==> config.mk <==
export PLATFORM = sky130hd
export DESIGN_NAME = dmem_bus_ctrl
export DESIGN_NICKNAME = d
export VERILOG_FILES = /design/src/rtl/mips_pkg.sv /design/src/rtl/bus_timer.sv /design/src/rtl/dmem_bus_ctrl.sv
export SDC_FILE = /design/constraint.sdc
export NUM_CORES = 1
export LEC_CHECK = 0
export CAP_MARGIN = 0
export CORE_ASPECT_RATIO = 2
export CORE_MARGIN = 1
export CORE_UTILIZATION = 41
export DETAILED_ROUTE_END_ITERATION = 12
export PLACE_DENSITY = 0.8
export SKIP_LAST_GASP = 1
export SYNTH_ARGS = -nofsm -noshare
export SYNTH_HDL_FRONTEND = slang
export SYNTH_SLANG_ARGS = --single-unit
==> constraint.sdc <==
create_clock -name clk -period 1.6 [get_ports clk]
set_clock_uncertainty 0.05 [all_clocks]
set_input_delay 0.24 -clock clk [delete_from_list [all_inputs] [get_ports clk]]
set_output_delay 0.24 -clock clk [all_outputs]
set_load 0.05 [all_outputs]
==> src/rtl/mips_pkg.sv <==
// Shared types and constants for the MIPS load/store path.
package mips_pkg;

  typedef enum logic [1:0] {
    IDLE = 2'd0,
    REQ  = 2'd1,
    DONE = 2'd2
  } mem_state_t;

  localparam int unsigned WORD_BYTES          = 4;
  localparam int unsigned BUS_TIMEOUT_DEFAULT = 16;

  function automatic logic is_word_aligned(input logic [1:0] byte_lsbs);
    return (byte_lsbs == 2'b00);
  endfunction

endpackage

==> src/rtl/bus_timer.sv <==
// Up-counter tracking how many REQ cycles an access has waited for bus_ack.
module bus_timer #(
  parameter int unsigned TIMEOUT_CYCLES = 16,
  localparam int unsigned CntW = (TIMEOUT_CYCLES > 1) ? $clog2(TIMEOUT_CYCLES) : 1
) (
  input  logic clk,
  input  logic rst,
  input  logic clr,
  input  logic en,
  output logic expired
);

  logic [CntW-1:0] cnt_q, cnt_d;

  always_comb begin
    cnt_d = cnt_q;
    if (clr) begin
      cnt_d = '0;
    end else if (en) begin
      cnt_d = cnt_q + CntW'(1);
    end
  end

  always_ff @(posedge clk) begin
    if (rst) begin
      cnt_q <= '0;
    end else begin
      cnt_q <= cnt_d;
    end
  end

  // High during the last allowed REQ cycle, so bus_req spans TIMEOUT_CYCLES cycles.
  assign expired = (cnt_q == CntW'(TIMEOUT_CYCLES - 1));

endmodule

==> src/rtl/dmem_bus_ctrl.sv <==
// Bridges single-cycle MIPS loads/stores onto a variable-latency req/ack word bus,
// stalling the datapath until the access completes, times out or is rejected.
module dmem_bus_ctrl
  import mips_pkg::*;
#(
  parameter int unsigned DATA_W         = 32,
  parameter int unsigned ADDR_W         = 32,
  parameter int unsigned TIMEOUT_CYCLES = BUS_TIMEOUT_DEFAULT
) (
  input  logic              clk,
  input  logic              rst,
  input  logic              mem_read,
  input  logic              mem_write,
  input  logic [ADDR_W-1:0] addr,
  input  logic [DATA_W-1:0] wdata,
  output logic [DATA_W-1:0] rdata,
  output logic              stall,
  output logic              bus_req,
  output logic              bus_we,
  output logic [ADDR_W-1:0] bus_addr,
  output logic [DATA_W-1:0] bus_wdata,
  input  logic              bus_ack,
  input  logic [DATA_W-1:0] bus_rdata,
  output logic              misalign_err,
  output logic              timeout_err
);

  mem_state_t        state_q, state_d;
  logic [DATA_W-1:0] rdata_q, rdata_d;
  logic [ADDR_W-1:0] bus_addr_q;
  logic [DATA_W-1:0] bus_wdata_q;
  logic              bus_we_q;
  logic              misalign_q, timeout_q;

  logic access, aligned, latch_en, misalign_set, timeout_set;
  logic timer_clr, timer_en, timer_expired;

  assign access  = mem_read | mem_write;
  assign aligned = is_word_aligned(addr[1:0]);

  assign timer_en  = (state_q == REQ);
  assign timer_clr = (state_q != REQ) | bus_ack;

  bus_timer #(
    .TIMEOUT_CYCLES(TIMEOUT_CYCLES)
  ) u_bus_timer (
    .clk    (clk),
    .rst    (rst),
    .clr    (timer_clr),
    .en     (timer_en),
    .expired(timer_expired)
  );

  always_comb begin
    state_d      = state_q;
    rdata_d      = rdata_q;
    stall        = 1'b0;
    bus_req      = 1'b0;
    latch_en     = 1'b0;
    misalign_set = 1'b0;
    timeout_set  = 1'b0;
    unique case (state_q)
      IDLE: begin
        if (access) begin
          if (aligned) begin
            // Stall in the issue cycle itself so PC/REGwrite freeze immediately.
            stall    = 1'b1;
            latch_en = 1'b1;
            state_d  = REQ;
          end else begin
            misalign_set = 1'b1;
          end
        end
      end
      REQ: begin
        bus_req = 1'b1;
        stall   = 1'b1;
        if (bus_ack) begin
          rdata_d = bus_we_q ? '0 : bus_rdata;
          state_d = DONE;
        end else if (timer_expired) begin
          rdata_d     = '0;
          timeout_set = 1'b1;
          state_d     = DONE;
        end
      end
      DONE: begin
        state_d = IDLE;
      end
      default: begin
        state_d = IDLE;
      end
    endcase
  end

  always_ff @(posedge clk) begin
    if (rst) begin
      state_q     <= IDLE;
      rdata_q     <= '0;
      bus_addr_q  <= '0;
      bus_wdata_q <= '0;
      bus_we_q    <= 1'b0;
      misalign_q  <= 1'b0;
      timeout_q   <= 1'b0;
    end else begin
      state_q <= state_d;
      rdata_q <= rdata_d;
      if (latch_en) begin
        bus_addr_q  <= {addr[ADDR_W-1:2], 2'b00};
        bus_wdata_q <= wdata;
        bus_we_q    <= mem_write;
      end
      if (misalign_set) misalign_q <= 1'b1;
      if (timeout_set)  timeout_q  <= 1'b1;
    end
  end

  assign rdata        = (state_q == DONE) ? rdata_q : '0;
  assign bus_we       = bus_we_q;
  assign bus_addr     = bus_addr_q;
  assign bus_wdata    = bus_wdata_q;
  assign misalign_err = misalign_q;
  assign timeout_err  = timeout_q;

endmodule

### Word-level counts from Yosys, hierarchy flattened

Cells that the tools add are included.

| operators by class | value |
|---|---|
| bitwise operators | 2 |
| divide/modulo/power cells | 0 |
| $lt $le $gt $ge | 0 |
| $mul | 0 |
| muxes and demuxes | 20 |
| shifts and indexed selects | 0 |
| $add $sub $neg | 1 |
| reduce and logical (&&, ||, !) cells | 6 |
| eq/ne operators | 7 |

Operators with widths:

| operator | number |
|---|---|
| two-way mux 32 bit | 4 |
| two-way mux 1 bit | 10 |
| two-way mux 2 bit | 4 |
| adder 4 x 1 -> 4 bit (second input constant) | 1 |
| == test 4 bit (second input constant) | 1 |
| logical NOT 2 bit | 2 |
| != test 2 bit (second input constant) | 2 |
| one-hot mux 2 bit (2 select lines) | 1 |
| != test 3 x 2 -> 1 bit (second input constant) | 1 |
| AND reduction 3 bit | 1 |
| == test 2 x 1 -> 1 bit (second input constant) | 1 |
| == test 2 bit (second input constant) | 1 |
| != test 2 x 1 -> 1 bit (second input constant) | 1 |
| bitwise OR 1 bit | 2 |
| one-hot mux 1 bit (2 select lines) | 1 |
| AND reduction 2 bit | 1 |
| nonzero test 2 bit | 1 |
| OR reduction 2 bit | 1 |

| word-level totals | value |
|---|---|
| output and inout port bits | 101 |
| input bits | 101 |
| latch bits | 0 |
| RAM bits | 0 |
| register bits | 103 |
| bits in read-only memories | 0 |
| memories | 0 |

### Depth between registers and ports, before layout

Gate-level depths: netlist (run 1).

| logic depth | value |
|---|---|
| depth in word-level cells | 4 |
| gate-level depth with buffers | 6 |
| gate-level depth less buffers | 4 |

### By module

Synthesis (run 1) repeated with hierarchy kept, for this count alone.

| unflattened totals | value |
|---|---|
| cell total of the unflattened synthesis | 428 |
| area, all modules | 4458.0 um2 |

Modules (own cells, without submodules):

| module | cells an instance | instances | area an instance (um2) |
|---|---|---|---|
| dmem_bus_ctrl | 410 | 1 | 4274.1 |
| bus_timer | 18 | 1 | 183.9 |

### Worst setup path after synthesis (run 1)

Ideal clock, no wire load.

| timing | value |
|---|---|
| path kind | input -> output |
| from | input port addr[1] |
| to | output port stall |
| buffers on the path | 1 |
| path slack | -261 ps |
| stages | 4 |
| data required time | 1310 ps |
| data arrival time | 1571 ps |
| cells stage by stage | nor2_1 > clkbuf_1 > a21oi_1 > nor2_1 |

| between the ends | value |
|---|---|
| longest elaborated chain between the ends | 4 |

Ends and longest elaborated chain:

| element | RTL line | RTL |
|---|---|---|
| from (decl) | dmem_bus_ctrl.sv:14 | `input logic [ADDR_W-1:0] addr,` |
| logical NOT 2 bit | mips_pkg.sv:14 | `return (byte_lsbs == 2'b00);` |
| two-way mux 1 bit | dmem_bus_ctrl.sv:65 | `if (aligned) begin` |
| two-way mux 1 bit | dmem_bus_ctrl.sv:64 | `if (access) begin` |
| one-hot mux 1 bit (2 select lines) | dmem_bus_ctrl.sv:62 | `unique case (state_q)` |
| to (decl) | dmem_bus_ctrl.sv:17 | `output logic stall,` |

No other way between the ends.

### Worst setup path after layout (run 1)

| timing | value |
|---|---|
| from | register state_q[1] |
| to | output port rdata[3] |

| between the ends | value |
|---|---|
| longest elaborated chain between the ends | 2 |

Ends and longest elaborated chain:

| element | RTL line | RTL |
|---|---|---|
| from (decl) | dmem_bus_ctrl.sv:28 | `mem_state_t state_q, state_d;` |
| from (signal assigned) | dmem_bus_ctrl.sv:106 | `state_q <= state_d;` |
| == test 2 bit | dmem_bus_ctrl.sv:118 | `assign rdata = (state_q == DONE) ? rdata_q : '0;` |
| two-way mux 32 bit | dmem_bus_ctrl.sv:118 |  |
| to (decl) | dmem_bus_ctrl.sv:16 | `output logic [DATA_W-1:0] rdata,` |

No other way between the ends.

==> results of run 1 <==
==> flip-flops by register name, summed over array words and instances, names as in the netlist <==
signal / cells
state_q: 2
timeout_err: 1
bus_wdata: 32
rdata_q: 32
bus_addr: 30
misalign_err: 1
u_bus_timer.cnt_q: 4
bus_we: 1
==> placed cells by master, fill, tap and decap left out, types with 2 or more instances in the layout <==
| cell | instances |
|---|---|
| buf_4 | 85 |
| a311oi_1 | 59 |
| conb_1 | 2 |
| nand2_1 | 8 |
| and2_4 | 32 |
| nor2_1 | 6 |
| dfxtp_1 | 101 |
| inv_1 | 59 |
| a31o_1 | 59 |
| clkbuf_16 | 10 |
| and3_2 | 2 |
| buf_12 | 41 |
| a22o_1 | 32 |
| nor2_4 | 3 |
| buf_16 | 2 |
| mux2i_1 | 3 |
| clkdlybuf4s50_1 | 97 |
| dlymetal6s2s_1 | 2 |
| buf_6 | 3 |
==> cell type report <==
class | count | area [um^2]
clock buffers | 11 | 243
fillers | 747 | 2950
inverters | 61 | 231
multi-input cells | 225 | 1910
well taps | 135 | 169
flip-flops and latches | 103 | 2070
clock inverters | 4 | 55.1
repair buffers | 233 | 2590
==> worst max-delay path by stage <==
stage,startpoint,endpoint,slack [ns],cells after the start
after CTS,state_q[1],rdata[2],-0.06,5
after global routing,state_q[1],rdata[3],-0.14,5
final,state_q[1],rdata[3],-0.11,5
after floorplan,state_q[1],rdata[10],0.02,3
after global placement,mem_write,bus_wdata[6],-0.22,6
after detailed placement,mem_write,bus_wdata[20],-0.30,6
==> where the power goes <==
part / internal [mW] / switching, mW / total, mW
clock network: 1.26 / 0.927 / 2.18
registers: 2.67 / 0.0629 / 2.73
logic: 0.513 / 0.666 / 1.18
total: 4.44 / 1.66 / 6.09
==> cell usage after synthesis (2+ instances only) <==
master      n  area share
a31o_1     59        0.12
and3_1      3      0.0043
clkbuf_1   32       0.028
a22o_1     32       0.064
buf_4       2      0.0035
nand2_1     8      0.0069
inv_2       2      0.0017
buf_2       9       0.010
a311oi_1   59        0.12
buf_6       8       0.021
and2_1     32       0.046
inv_1      59       0.051
mux2i_1     3      0.0069
or2_1       2      0.0029
nor2_1      8      0.0069
dfxtp_1   103        0.47
==> repair_timing <==
action / CTS / global route
setup endpoints to repair: 33 / 41
cloned: 2 / 1
endpoints found under the hold margin: 0 / 0
pin swaps: 15 / 13
gates resized for setup: 44 / 7
buffers inserted: 4 / 0
==> cell families (layout without fill, tap and decap cells) <==
family / count (synthesis) / after routing / share of synthesized area
muxes: 3 / 3 / 0.00691
adders and majority gates: 1 / 1 / 0.00288
DFF: 103 / 103 / 0.475
buffers and inverters: 112 / 309 / 0.115
AOI/OAI and AO/OA: 156 / 156 / 0.313
xor gates and xnor gates: 2 / 2 / 0.00403
other: 1 / 2 / 0.000863
and+or+nand+nor: 61 / 61 / 0.0826
==> routing by layer <==
metal / GRT usage / wire length (um) / part of all wire
met2: 0.466 / 7730 / 0.54
met5: 0 / 0 / 0
met1: 0.274 / 5030 / 0.35
met4: 0.0896 / 439 / 0.031
met3: 0.0654 / 1010 / 0.071
==> impl_metrics.toml, run 1 <==
[logic_synthesis]
postSynthCellCount = 439
yosys_warnings = 0
synth.avg_cell_area_um2 = 9.90
synth_enable_flop_cells = 0
synthFlopType = "dfxtp_1"
async_flop_share = 0
synth_area_um2 = 4350
synth-seq-cells = 103
seq_area_frac_synth = 0.475
yosys.cell_types.count = 34

[route]
wl_per_cell_um = 18.4
drc = 0
wirelength_um = 14200
vias = 4273
vias_per_cell = 5.53
drtIter0Drc = 200
ant_nets = 0
first_pass_iters = 6

[run_status]
outcome = "complete, but fails checks"
violations = "setup timing"

[power]
p_leak_nw = 2.87
ir_drop_mv = 0.702
p_per_area_nw_per_um2 = 839
p_total_mw = 6.09

[floorplanning]
initial_core_util = 0.425
ioPinCount = 202
placementRows = 52
die_area_um2 = 11000
die_w_um = 74.8
die_y_um = 148
core_area_um2 = 10200

[worst_setup_path]
r2r_start = "state_q[1]"
startpoint_type = "flip-flop"
reg2reg_depth = 6
end_kind = "primary output"
path_cells = "nor2b_4, buf_6, clkbuf_16, and2_4, buf_12"
cp_max_fo = 8
worst-path-buf-inv = 3
crit_type = "reg2out"
slowest_delay_ns = 0.33
cp_slowest_cell = "dfxtp_2"
crit_arrival_ns = 1.42
r2r_end = "bus_addr[31]"
crit_family = "buffers and inverters"
required_ns = 1.31
worst-r2r-setup-slack_ns = 0.05

[hold_path]
holdPathEnd = "state_q[1]"
min_path_type = "in2reg"
holdPathStages = 2
hold_start = "rst"

[clocking]
insertion_delay_ns = 0.33
cts.clk_slew.worst_paths_ns = 0.06
clk_path_buf_depth = 2
clock_sinks = 103
cts_tree = "yes"
clockRootBuffer = "clkbuf_16"
holdBufCountCts = 0
cts_htree_levels = 3
cts_buffers = 9

[place]
placed_area_um2 = 6720
dpl_worst_slack_ns = -0.296
hpwl_um = 9690
dp_cells = 750
gp_congestion = 0.745
port_buffers = 199

[final_layout]
area_growth_pct = 67.2
nets = 735
num_antenna_cells = 0
drive_gt1_frac = 0.308
final_cells = 772
final_core_util = 0.711
postLayoutCellArea_um2 = 7270

[sta]
min_period_ns = 1.71
finalSetupViolations = 32
drv_slew = 0
hold_slack_ns = 0.162
setup_slack_ns = -0.108
tns_ns = -2.52
hold_violations = 0
rsz0062_at_grt = "true"
fin_crit_sh = 1.07
max_freq_ghz = 0.585

[run]
maxCapViolCount = 0

[grt]
grt_overflow = 0
grt_pass1_wl_um = 22000
antenna_found_initial = 0
grt_pass1_vias = 4391
grt_max_degree = 42
grtUsageTotal = 0.256
(Power assumes the default switching activity.)
==> run 2, diff against run 1 <==
--- a/config.mk
+++ b/config.mk
@@ -7,7 +7,7 @@
 export LEC_CHECK = 0
 export CAP_MARGIN = 0
 export CORE_ASPECT_RATIO = 2
-export CORE_MARGIN = 1
+export CORE_MARGIN = 8
 export CORE_UTILIZATION = 41
 export DETAILED_ROUTE_END_ITERATION = 12
 export PLACE_DENSITY = 0.8
==> run 2 against run 1 <==
  * The flow still finishes with violations (setup timing)
  * Critical path type unchanged
  * Utilization is 3.6 points lower
  * Setup slack better by 0.051 ns
  * Clock power is 2% lower
  * Sequential share of layout area is 0.91 points higher
  * Critical path depth is 1 lower
  * Critical endpoint is now rdata[5]
  * Via count is 3.6% lower
  * Largest power group unchanged
  * Flip-flop and latch count stayed put
==> impl_metrics.toml, run 2 (same netlist as run 1, synthesis figures left out) <==
[run_status]
outcome = "complete, but fails checks"
violations = "setup timing"

[sta]
drv_slew = 0
setup_slack_ns = -0.0576
finalSetupViolations = 33
min_period_ns = 1.66
hold_violations = 0
tns_ns = -1.24
rsz0062_at_grt = "true"
max_freq_ghz = 0.603
fin_crit_sh = 1.04
hold_slack_ns = 0.192

[floorplanning]
die_y_um = 162
placementRows = 53
die_w_um = 88.8
core_area_um2 = 10400
ioPinCount = 202
die_area_um2 = 14300
initial_core_util = 0.417

[route]
wl_per_cell_um = 18.4
route.met2.wl_um = 7160
highest_layer = "met4"
vias = 4121
drc = 0
drtIter0Drc = 142
vias_per_cell = 5.40
wirelength_um = 14000
ant_nets = 0
wl_met3_um = 1350
met1_length_um = 5190
first_pass_iters = 4

[place]
dp_cells = 747
port_buffers = 199
gp_congestion = 0.740
placed_area_um2 = 6690
hpwl_um = 10600

[clocking]
cts.clk_slew.worst_paths_ns = 0.06
cts_buffers = 9
cts_tree = "yes"
clockRootBuffer = "clkbuf_16"
cts_setup_buffers = 0
holdBufCountCts = 0
clock_sinks = 103
insertion_delay_ns = 0.33
cts_htree_levels = 3
clk_path_buf_depth = 2

[final_layout]
drive_gt1_frac = 0.262
nets = 723
num_antenna_cells = 0
final_cell_mix = "dfxtp_1 (101), clkdlybuf4s50_1 (99), buf_4 (79)"
final_cells = 763
area_growth_pct = 61.8
postLayoutCellArea_um2 = 7030
final_common_cell = "dfxtp_1"
final_core_util = 0.676

[grt]
grt_max_degree = 55
grt_pass1_wl_um = 21600
grtUsageTotal = 0.190
antenna_found_initial = 0
grt_overflow = 0
grt_pass1_vias = 4281

[hold_path]
min_path_type = "in2reg"

[run]
maxCapViolCount = 0

[worst_setup_path]
r2r_end = "bus_wdata[20]"
cp_max_fo = 32
startpoint = "state_q[1]"
end_kind = "primary output"
required_ns = 1.31
worst-r2r-setup-slack_ns = 0.15
crit_type = "reg2out"
cp-endpoint = "rdata[5]"
r2r_start = "state_q[1]"
crit_arrival_ns = 1.37
startpoint_type = "flip-flop"
reg2reg_depth = 5

[power]
ir_drop_mv = 0.801
p_leak_nw = 2.74
p_per_area_nw_per_um2 = 853
-- run 2: cell types whose count changed in the layout (fill, tap and decap cells not counted), moves of 2 or more --
cell and change:
buf_6 -2, and2_1 +19, buf_4 -6, clkdlybuf4s50_1 +2
dlymetal6s2s_1 -2, and2_4 -19, buf_16 -2
-- run 2: cell type report --
| cell class | count | area [um^2] |
|---|---|---|
| clock buffers | 11 | 233 |
| flip-flops and latches | 103 | 2060 |
| clock inverters | 5 | 58.8 |
| well taps | 137 | 171 |
| multi-input cells | 225 | 1860 |
| fillers | 813 | 3380 |
| repair buffers | 221 | 2420 |
| inverters | 61 | 229 |
-- run 2: worst min path at each step --
stage | startpoint | to | depth (start not counted)
3_3_place_gp | u_bus_timer.cnt_q[0] | u_bus_timer.cnt_q[0] | 1
3_5_place_dp | u_bus_timer.cnt_q[0] | u_bus_timer.cnt_q[0] | 1
2_1_floorplan | bus_rdata[10] | rdata_q[10] | 1
5_1_grt | rst | state_q[1] | 2
4_1_cts | rst | state_q[1] | 2
6_report | rst | state_q[1] | 2
-- run 2: report_power, final --
part / switching [mW] / leakage [nW] / internal (mW)
Combinational: 0.648 / 1.77 / 0.490
Clock: 0.917 / 0.136 / 1.21
Sequential: 0.0634 / 0.838 / 2.67
-- run 2: what timing repair did --
item | 4_1_cts | 5_1_grt
pin swaps | 1 | 0
resized for setup | 19 | 1
setup endpoints to repair | 33 | 57
-- run 2: layer usage --
metal,global-route usage,vias to the layer above
met4,0.0745,0
met2,0.324,189
met1,0.205,1944
met3,0.0656,23
met5,0,-
li1,-,1965
-- run 2: critical path: stages (launching register included) --
cell     delay (ns)
dfxtp_2        0.35
nor2b_4        0.17
buf_12         0.17
and2_1         0.19
buf_12         0.15
-- run 2: stage by stage --
| stage | power, mW | setup WS, ns |
|---|---|---|
| 2_1_floorplan | 3.40 | 0.0152 |
| 3_3_place_gp | 3.90 | -0.257 |
| 3_5_place_dp | 3.93 | -0.320 |
| 4_1_cts | 6.08 | -0.0604 |
| 5_1_grt | 6.27 | -0.134 |
| 6_report | 6.00 | -0.0576 |
==> run 3, diff against run 2 <==
--- a/config.mk
+++ b/config.mk
@@ -7,7 +7,6 @@
 export LEC_CHECK = 0
 export CAP_MARGIN = 0
 export CORE_ASPECT_RATIO = 2
-export CORE_MARGIN = 8
 export CORE_UTILIZATION = 41
 export DETAILED_ROUTE_END_ITERATION = 12
 export PLACE_DENSITY = 0.8
==> results of run 3 <==
Same layout as run 1: the final DEF is identical, and so are final timing and power.
